$ cat src/rtl/vga_timing_if.sv
// Raster timing bundle from the VGA timing generator to the pixel-colour
// generator and the connector driver.
interface vga_timing_if;
    logic       pix_tick;
    logic [9:0] x;
    logic [9:0] y;
    logic       en;
    logic       hsync;
    logic       vsync;
    logic       frame_start;
    logic       line_start;

    modport master (
        output pix_tick, x, y, en, hsync, vsync, frame_start, line_start
    );

    modport slave (
        input pix_tick, x, y, en, hsync, vsync, frame_start, line_start
    );
endinterface

$ cat src/rtl/vga_timing_gen.sv
// VGA raster timing generator: pixel-rate tick divider, x/y raster counters,
// visible-area enable, line/frame start strobes and hsync/vsync delayed by
// PIPE_DLY pixel periods to line up with the colour path.
module vga_timing_gen #(
    parameter int H_VISIBLE = 640,
    parameter int H_FP      = 16,
    parameter int H_SYNC    = 96,
    parameter int H_BP      = 48,
    parameter int V_VISIBLE = 480,
    parameter int V_FP      = 10,
    parameter int V_SYNC    = 2,
    parameter int V_BP      = 33,
    parameter int CLK_DIV   = 4,
    parameter bit SYNC_POL  = 1'b0,
    parameter int PIPE_DLY  = 1
) (
    input  logic         clk,
    input  logic         reset,
    vga_timing_if.master vga
);

    localparam int H_TOTAL = H_VISIBLE + H_FP + H_SYNC + H_BP;
    localparam int V_TOTAL = V_VISIBLE + V_FP + V_SYNC + V_BP;
    localparam int DW      = (CLK_DIV > 1) ? $clog2(CLK_DIV) : 1;

    localparam logic [DW-1:0] DIV_LAST = DW'(CLK_DIV - 1);
    localparam logic [9:0] X_LAST   = 10'(H_TOTAL - 1);
    localparam logic [9:0] Y_LAST   = 10'(V_TOTAL - 1);
    localparam logic [9:0] X_VIS    = 10'(H_VISIBLE);
    localparam logic [9:0] Y_VIS    = 10'(V_VISIBLE);
    localparam logic [9:0] HS_FIRST = 10'(H_VISIBLE + H_FP);
    localparam logic [9:0] HS_LAST  = 10'(H_VISIBLE + H_FP + H_SYNC - 1);
    localparam logic [9:0] VS_FIRST = 10'(V_VISIBLE + V_FP);
    localparam logic [9:0] VS_LAST  = 10'(V_VISIBLE + V_FP + V_SYNC - 1);
    localparam logic       ACT      = SYNC_POL;
    localparam logic       IDLE     = ~SYNC_POL;

    if (H_TOTAL > 1024 || V_TOTAL > 1024) begin : g_bad_total
        $error("vga_timing_gen: H_TOTAL and V_TOTAL must not exceed 1024");
    end
    if (CLK_DIV < 1) begin : g_bad_div
        $error("vga_timing_gen: CLK_DIV must be at least 1");
    end
    if (PIPE_DLY < 0 || PIPE_DLY > 4) begin : g_bad_dly
        $error("vga_timing_gen: PIPE_DLY must be in 0..4");
    end

    logic [DW-1:0] div_cnt;
    logic          pix_tick;
    logic [9:0]    x_q, y_q, x_nxt, y_nxt;
    logic          en_q, hs_raw, vs_raw, line_q, frame_q;
    logic          hs_nxt, vs_nxt;
    logic          hsync_out, vsync_out;

    // Pixel-rate divider; the tick is decoded straight from the count so
    // CLK_DIV=1 yields a permanently asserted tick.
    always_ff @(posedge clk or negedge reset) begin
        if (!reset) begin
            div_cnt <= '0;
        end else if (div_cnt == DIV_LAST) begin
            div_cnt <= '0;
        end else begin
            div_cnt <= div_cnt + DW'(1);
        end
    end

    assign pix_tick = (div_cnt == DIV_LAST);

    // Next raster position and the qualifiers derived from it, so every
    // registered output is loaded coherently with x/y on the tick edge.
    always_comb begin
        x_nxt = (x_q == X_LAST) ? 10'd0 : x_q + 10'd1;
        y_nxt = y_q;
        if (x_q == X_LAST) begin
            y_nxt = (y_q == Y_LAST) ? 10'd0 : y_q + 10'd1;
        end
        hs_nxt = (x_nxt >= HS_FIRST && x_nxt <= HS_LAST) ? ACT : IDLE;
        vs_nxt = (y_nxt >= VS_FIRST && y_nxt <= VS_LAST) ? ACT : IDLE;
    end

    // Raster counters, enable, raw syncs and one-clk start strobes. Reset
    // parks the counters at the last position so the first tick lands on 0,0.
    always_ff @(posedge clk or negedge reset) begin
        if (!reset) begin
            x_q     <= X_LAST;
            y_q     <= Y_LAST;
            en_q    <= 1'b0;
            hs_raw  <= IDLE;
            vs_raw  <= IDLE;
            line_q  <= 1'b0;
            frame_q <= 1'b0;
        end else if (pix_tick) begin
            x_q     <= x_nxt;
            y_q     <= y_nxt;
            en_q    <= (x_nxt < X_VIS) && (y_nxt < Y_VIS);
            hs_raw  <= hs_nxt;
            vs_raw  <= vs_nxt;
            line_q  <= (x_nxt == 10'd0);
            frame_q <= (x_nxt == 10'd0) && (y_nxt == 10'd0);
        end else begin
            line_q  <= 1'b0;
            frame_q <= 1'b0;
        end
    end

    if (PIPE_DLY == 0) begin : g_no_dly
        assign hsync_out = hs_raw;
        assign vsync_out = vs_raw;
    end else begin : g_dly
        logic [PIPE_DLY-1:0] hs_sr, vs_sr;

        // Sync delay line advancing one stage per pixel period.
        always_ff @(posedge clk or negedge reset) begin
            if (!reset) begin
                hs_sr <= {PIPE_DLY{IDLE}};
                vs_sr <= {PIPE_DLY{IDLE}};
            end else if (pix_tick) begin
                hs_sr[0] <= hs_raw;
                vs_sr[0] <= vs_raw;
                for (int i = 1; i < PIPE_DLY; i++) begin
                    hs_sr[i] <= hs_sr[i-1];
                    vs_sr[i] <= vs_sr[i-1];
                end
            end
        end

        assign hsync_out = hs_sr[PIPE_DLY-1];
        assign vsync_out = vs_sr[PIPE_DLY-1];
    end

    assign vga.pix_tick    = pix_tick;
    assign vga.x           = x_q;
    assign vga.y           = y_q;
    assign vga.en          = en_q;
    assign vga.hsync       = hsync_out;
    assign vga.vsync       = vsync_out;
    assign vga.line_start  = line_q;
    assign vga.frame_start = frame_q;

endmodule

$ cat src/flat_wrapper.sv
// flat-port wrapper written by rule: the top's interface ports become plain ports
module vga_timing_gen_flat 
#(
    parameter int H_VISIBLE = 640,
    parameter int H_FP      = 16,
    parameter int H_SYNC    = 96,
    parameter int H_BP      = 48,
    parameter int V_VISIBLE = 480,
    parameter int V_FP      = 10,
    parameter int V_SYNC    = 2,
    parameter int V_BP      = 33,
    parameter int CLK_DIV   = 4,
    parameter bit SYNC_POL  = 1'b0,
    parameter int PIPE_DLY  = 1
)
  (clk, reset, vga_pix_tick, vga_x, vga_y, vga_en, vga_hsync, vga_vsync, vga_frame_start, vga_line_start);
  vga_timing_if vga_i ();
  input  logic clk;
  input  logic reset;
  output wire logic [$bits(vga_i.pix_tick)-1:0] vga_pix_tick;
  output wire logic [$bits(vga_i.x)-1:0] vga_x;
  output wire logic [$bits(vga_i.y)-1:0] vga_y;
  output wire logic [$bits(vga_i.en)-1:0] vga_en;
  output wire logic [$bits(vga_i.hsync)-1:0] vga_hsync;
  output wire logic [$bits(vga_i.vsync)-1:0] vga_vsync;
  output wire logic [$bits(vga_i.frame_start)-1:0] vga_frame_start;
  output wire logic [$bits(vga_i.line_start)-1:0] vga_line_start;
  assign vga_pix_tick = vga_i.pix_tick;
  assign vga_x = vga_i.x;
  assign vga_y = vga_i.y;
  assign vga_en = vga_i.en;
  assign vga_hsync = vga_i.hsync;
  assign vga_vsync = vga_i.vsync;
  assign vga_frame_start = vga_i.frame_start;
  assign vga_line_start = vga_i.line_start;
  vga_timing_gen #(.H_VISIBLE(H_VISIBLE), .H_FP(H_FP), .H_SYNC(H_SYNC), .H_BP(H_BP), .V_VISIBLE(V_VISIBLE), .V_FP(V_FP), .V_SYNC(V_SYNC), .V_BP(V_BP), .CLK_DIV(CLK_DIV), .SYNC_POL(SYNC_POL), .PIPE_DLY(PIPE_DLY)) u_core (.clk(clk), .reset(reset), .vga(vga_i));
endmodule
$ cat config.mk
export PLATFORM = sky130hd
export DESIGN_NAME = vga_timing_gen_flat
export DESIGN_NICKNAME = d
export VERILOG_FILES = /design/src/rtl/vga_timing_if.sv /design/src/rtl/vga_timing_gen.sv /design/src/flat_wrapper.sv
export SDC_FILE = /design/constraint.sdc
export NUM_CORES = 1
export LEC_CHECK = 0
export ABC_AREA = 1
export CORE_MARGIN = 4
export CORE_UTILIZATION = 30
export DETAILED_ROUTE_END_ITERATION = 12
export SLEW_MARGIN = 20
export SYNTH_ARGS = -nofsm -noshare
export SYNTH_HDL_FRONTEND = slang
export SYNTH_SLANG_ARGS = --single-unit
$ cat constraint.sdc
create_clock -name clk -period 4.7 [get_ports clk]
set_input_delay 0.94 -clock clk [delete_from_list [all_inputs] [get_ports clk]]
set_output_delay 0.94 -clock clk [all_outputs]
set_load 0.02 [all_outputs]
==> impl_metrics.json <==
{
  "max_freq_mhz": 358,
  "period_minus_slack_ps": 2790,
  "hold_start": "u_core.div_cnt[0]",
  "critPathMaxFanout": 18,
  "maxSlewViolCount": 0,
  "clk_latency_ps": 290,
  "portBuffers": 27,
  "dp_cells": 372,
  "p_leak_uw": 0.00109,
  "p_per_area_nw_per_um2": 223,
  "hold_viol": 0,
  "status": "finished clean",
  "syn-num-nets": 283,
  "syn-cell-area_sq_um": 1920,
  "dieHeight_um": 87.9,
  "cap_violations": 0,
  "cts_root_buffer": "clkbuf_8",
  "cts_setup_buffers": 0,
  "synth_edf_count": 0,
  "startpoint": "u_core.div_cnt[0]",
  "detail-route-antenna-nets": 0,
  "htreeDepth": 2,
  "synth_area_per_cell_sq_um": 6.97,
  "placed_area_sq_um": 2260,
  "hold_path_class": "reg -> reg",
  "finalClockSkew_ps": 11.3,
  "synth_cells": 275,
  "die_area_sq_um": 7730,
  "layout_common_cells": "95 x nand2_1, 28 x nor2_1, 27 x clkdlybuf4s50_1",
  "initial_core_util": 0.316,
  "layout_commonest_cell": "nand2_1",
  "ys_warn_count": 0,
  "critPathLaunchType": "register",
  "setup_violations": 0,
  "cts_tree": "built",
  "vias": 1781,
  "peakVddDrop_v": 0.000157,
  "antenna_found_initial": 0,
  "finalWeightedCongestion": 0.815,
  "cts_resized": 0,
  "clock_path_buffers": 2,
  "synth_seq_cells": 29,
  "synth_flop_cell": "dfrtp_1",
  "fin_crit_sh": 0.594,
  "ios": 28,
  "drtPass1Iterations": 4,
  "grt_max_degree": 35,
  "grt_usage": 0.136,
  "synthDistinctLibCells": 26,
  "core_sq_um": 6060,
  "wl_per_cell_um": 12.5,
  "cts_buffers": 5,
  "antenna_cells": 0,
  "p_total_uw": 530,
  "stdcell_count": 380,
  "drc": 0,
  "crit_arrival_ps": 1850,
  "grt.overflow.total": 0,
  "fin_tns_setup_ps": 0,
  "tightest_slew_ps": 874,
  "final_core_util": 0.393,
  "hpwl_um": 3560,
  "rsz0062_at_grt": "no",
  "slew_headroom": 0.417,
  "area_delta_synth_final_pct": 24.3,
  "ys_seq_area_frac": 0.388,
  "num_rows": 28,
  "setup.worst_path.end_class": "primary output",
  "fin_nets": 312,
  "postSynth.asyncResetShare": 1.00,
  "r2r_slack_ps": 2330,
  "die_x_um": 87.9,
  "path_class": "reg -> out",
  "path_clk_slew_ps": 70,
  "via_per_inst": 4.69,
  "initialDrtViolationCount": 178,
  "postCtsHoldBufs": 0,
  "cts_sinks": 29,
  "required_ps": 3760,
  "drive_above_1_share": 0.141,
  "grt_pass1_wl_um": 8230,
  "reg2reg_from": "u_core.div_cnt[0]",
  "wirelength_um": 4730,
  "post-route-cell-area_sq_um": 2380,
  "grt_pass1_vias": 1693
}
-- critical path, cell delays in order, from the launching register on --
cell and delay (ps):
dfrtp_1 350, ha_1 500, clkdlybuf4s50_1 710
-- power by group --
part / total, uW / switching, uW / internal (uW)
Sequential: 250 / 0 / 250
Combinational: 6.04 / 4.77 / 1.27
Clock: 274 / 102 / 172
Total: 530 / 106 / 424
-- final timing paths --
path                                           to  depth (start not counted)
max reg2reg                u_core.vga.frame_start                          9
min in group asynchronous         u_core.vga.x[7]                          2
min                             u_core.div_cnt[0]                          1
max                                  vga_pix_tick                          2
max in group asynchronous         u_core.vga.y[9]                          2
min reg2reg                     u_core.div_cnt[0]                          1
-- state kept, by name, indices dropped and copies added, names as in the netlist --
register / cells
u_core.vga.vsync: 1
u_core.vga.y: 10
u_core.div_cnt: 2
u_core.vga.x: 10
u_core.vs_raw: 1
u_core.vga.frame_start: 1
u_core.vga.line_start: 1
u_core.hs_raw: 1
u_core.vga.en: 1
u_core.vga.hsync: 1
-- metal layers --
metal  up-vias  share of wire  global-route usage
li1        936              -                   -
met1       800           0.49               0.184
met2        38           0.45               0.212
met3         7          0.049              0.0292
met4         0          0.016              0.0516
met5         -              0                   0
-- synth_stat cells, types with 2 or more instances --
cell / number / area share
nand2_1: 95 / 0.19
nor2_1: 28 / 0.055
inv_1: 26 / 0.051
nand3_1: 24 / 0.063
o21ai_0: 23 / 0.060
dfrtp_1: 15 / 0.20
dfstp_2: 14 / 0.19
ha_1: 6 / 0.039
clkbuf_1: 5 / 0.0098
nand4_1: 5 / 0.016
nor2_2: 5 / 0.016
nor3_1: 4 / 0.010
inv_2: 3 / 0.0059
nand2_2: 3 / 0.0098
nand3b_1: 3 / 0.012
nor2_4: 3 / 0.018
a21oi_1: 2 / 0.0052
nand2_4: 2 / 0.012
o21bai_1: 2 / 0.0078
-- area by class of cell --
| class | instances | area, sq um |
|---|---|---|
| fillers | 629 | 3680 |
| multi-input cells | 211 | 1040 |
| inverters | 29 | 109 |
| well taps | 75 | 93.8 |
| clock buffers | 6 | 82.6 |
| flip-flops and latches | 29 | 743 |
| clock inverters | 2 | 37.5 |
| repair buffers | 28 | 278 |
-- through the flow --
step,hold slack [ps],setup slack (ps)
final,426,1910
after global routing,467,1780
after CTS,432,1890
after detailed placement,419,2210
after global placement,412,2220
after floorplan,403,2850
-- kinds of logic after synthesis --
group,synth area share
AOI/OAI and AO/OA,0.0796
buffers and inverters,0.0705
DFF,0.388
and+or+nand+nor,0.423
adders and majority gates,0.0392
Power figures use the tool's default switching activity.
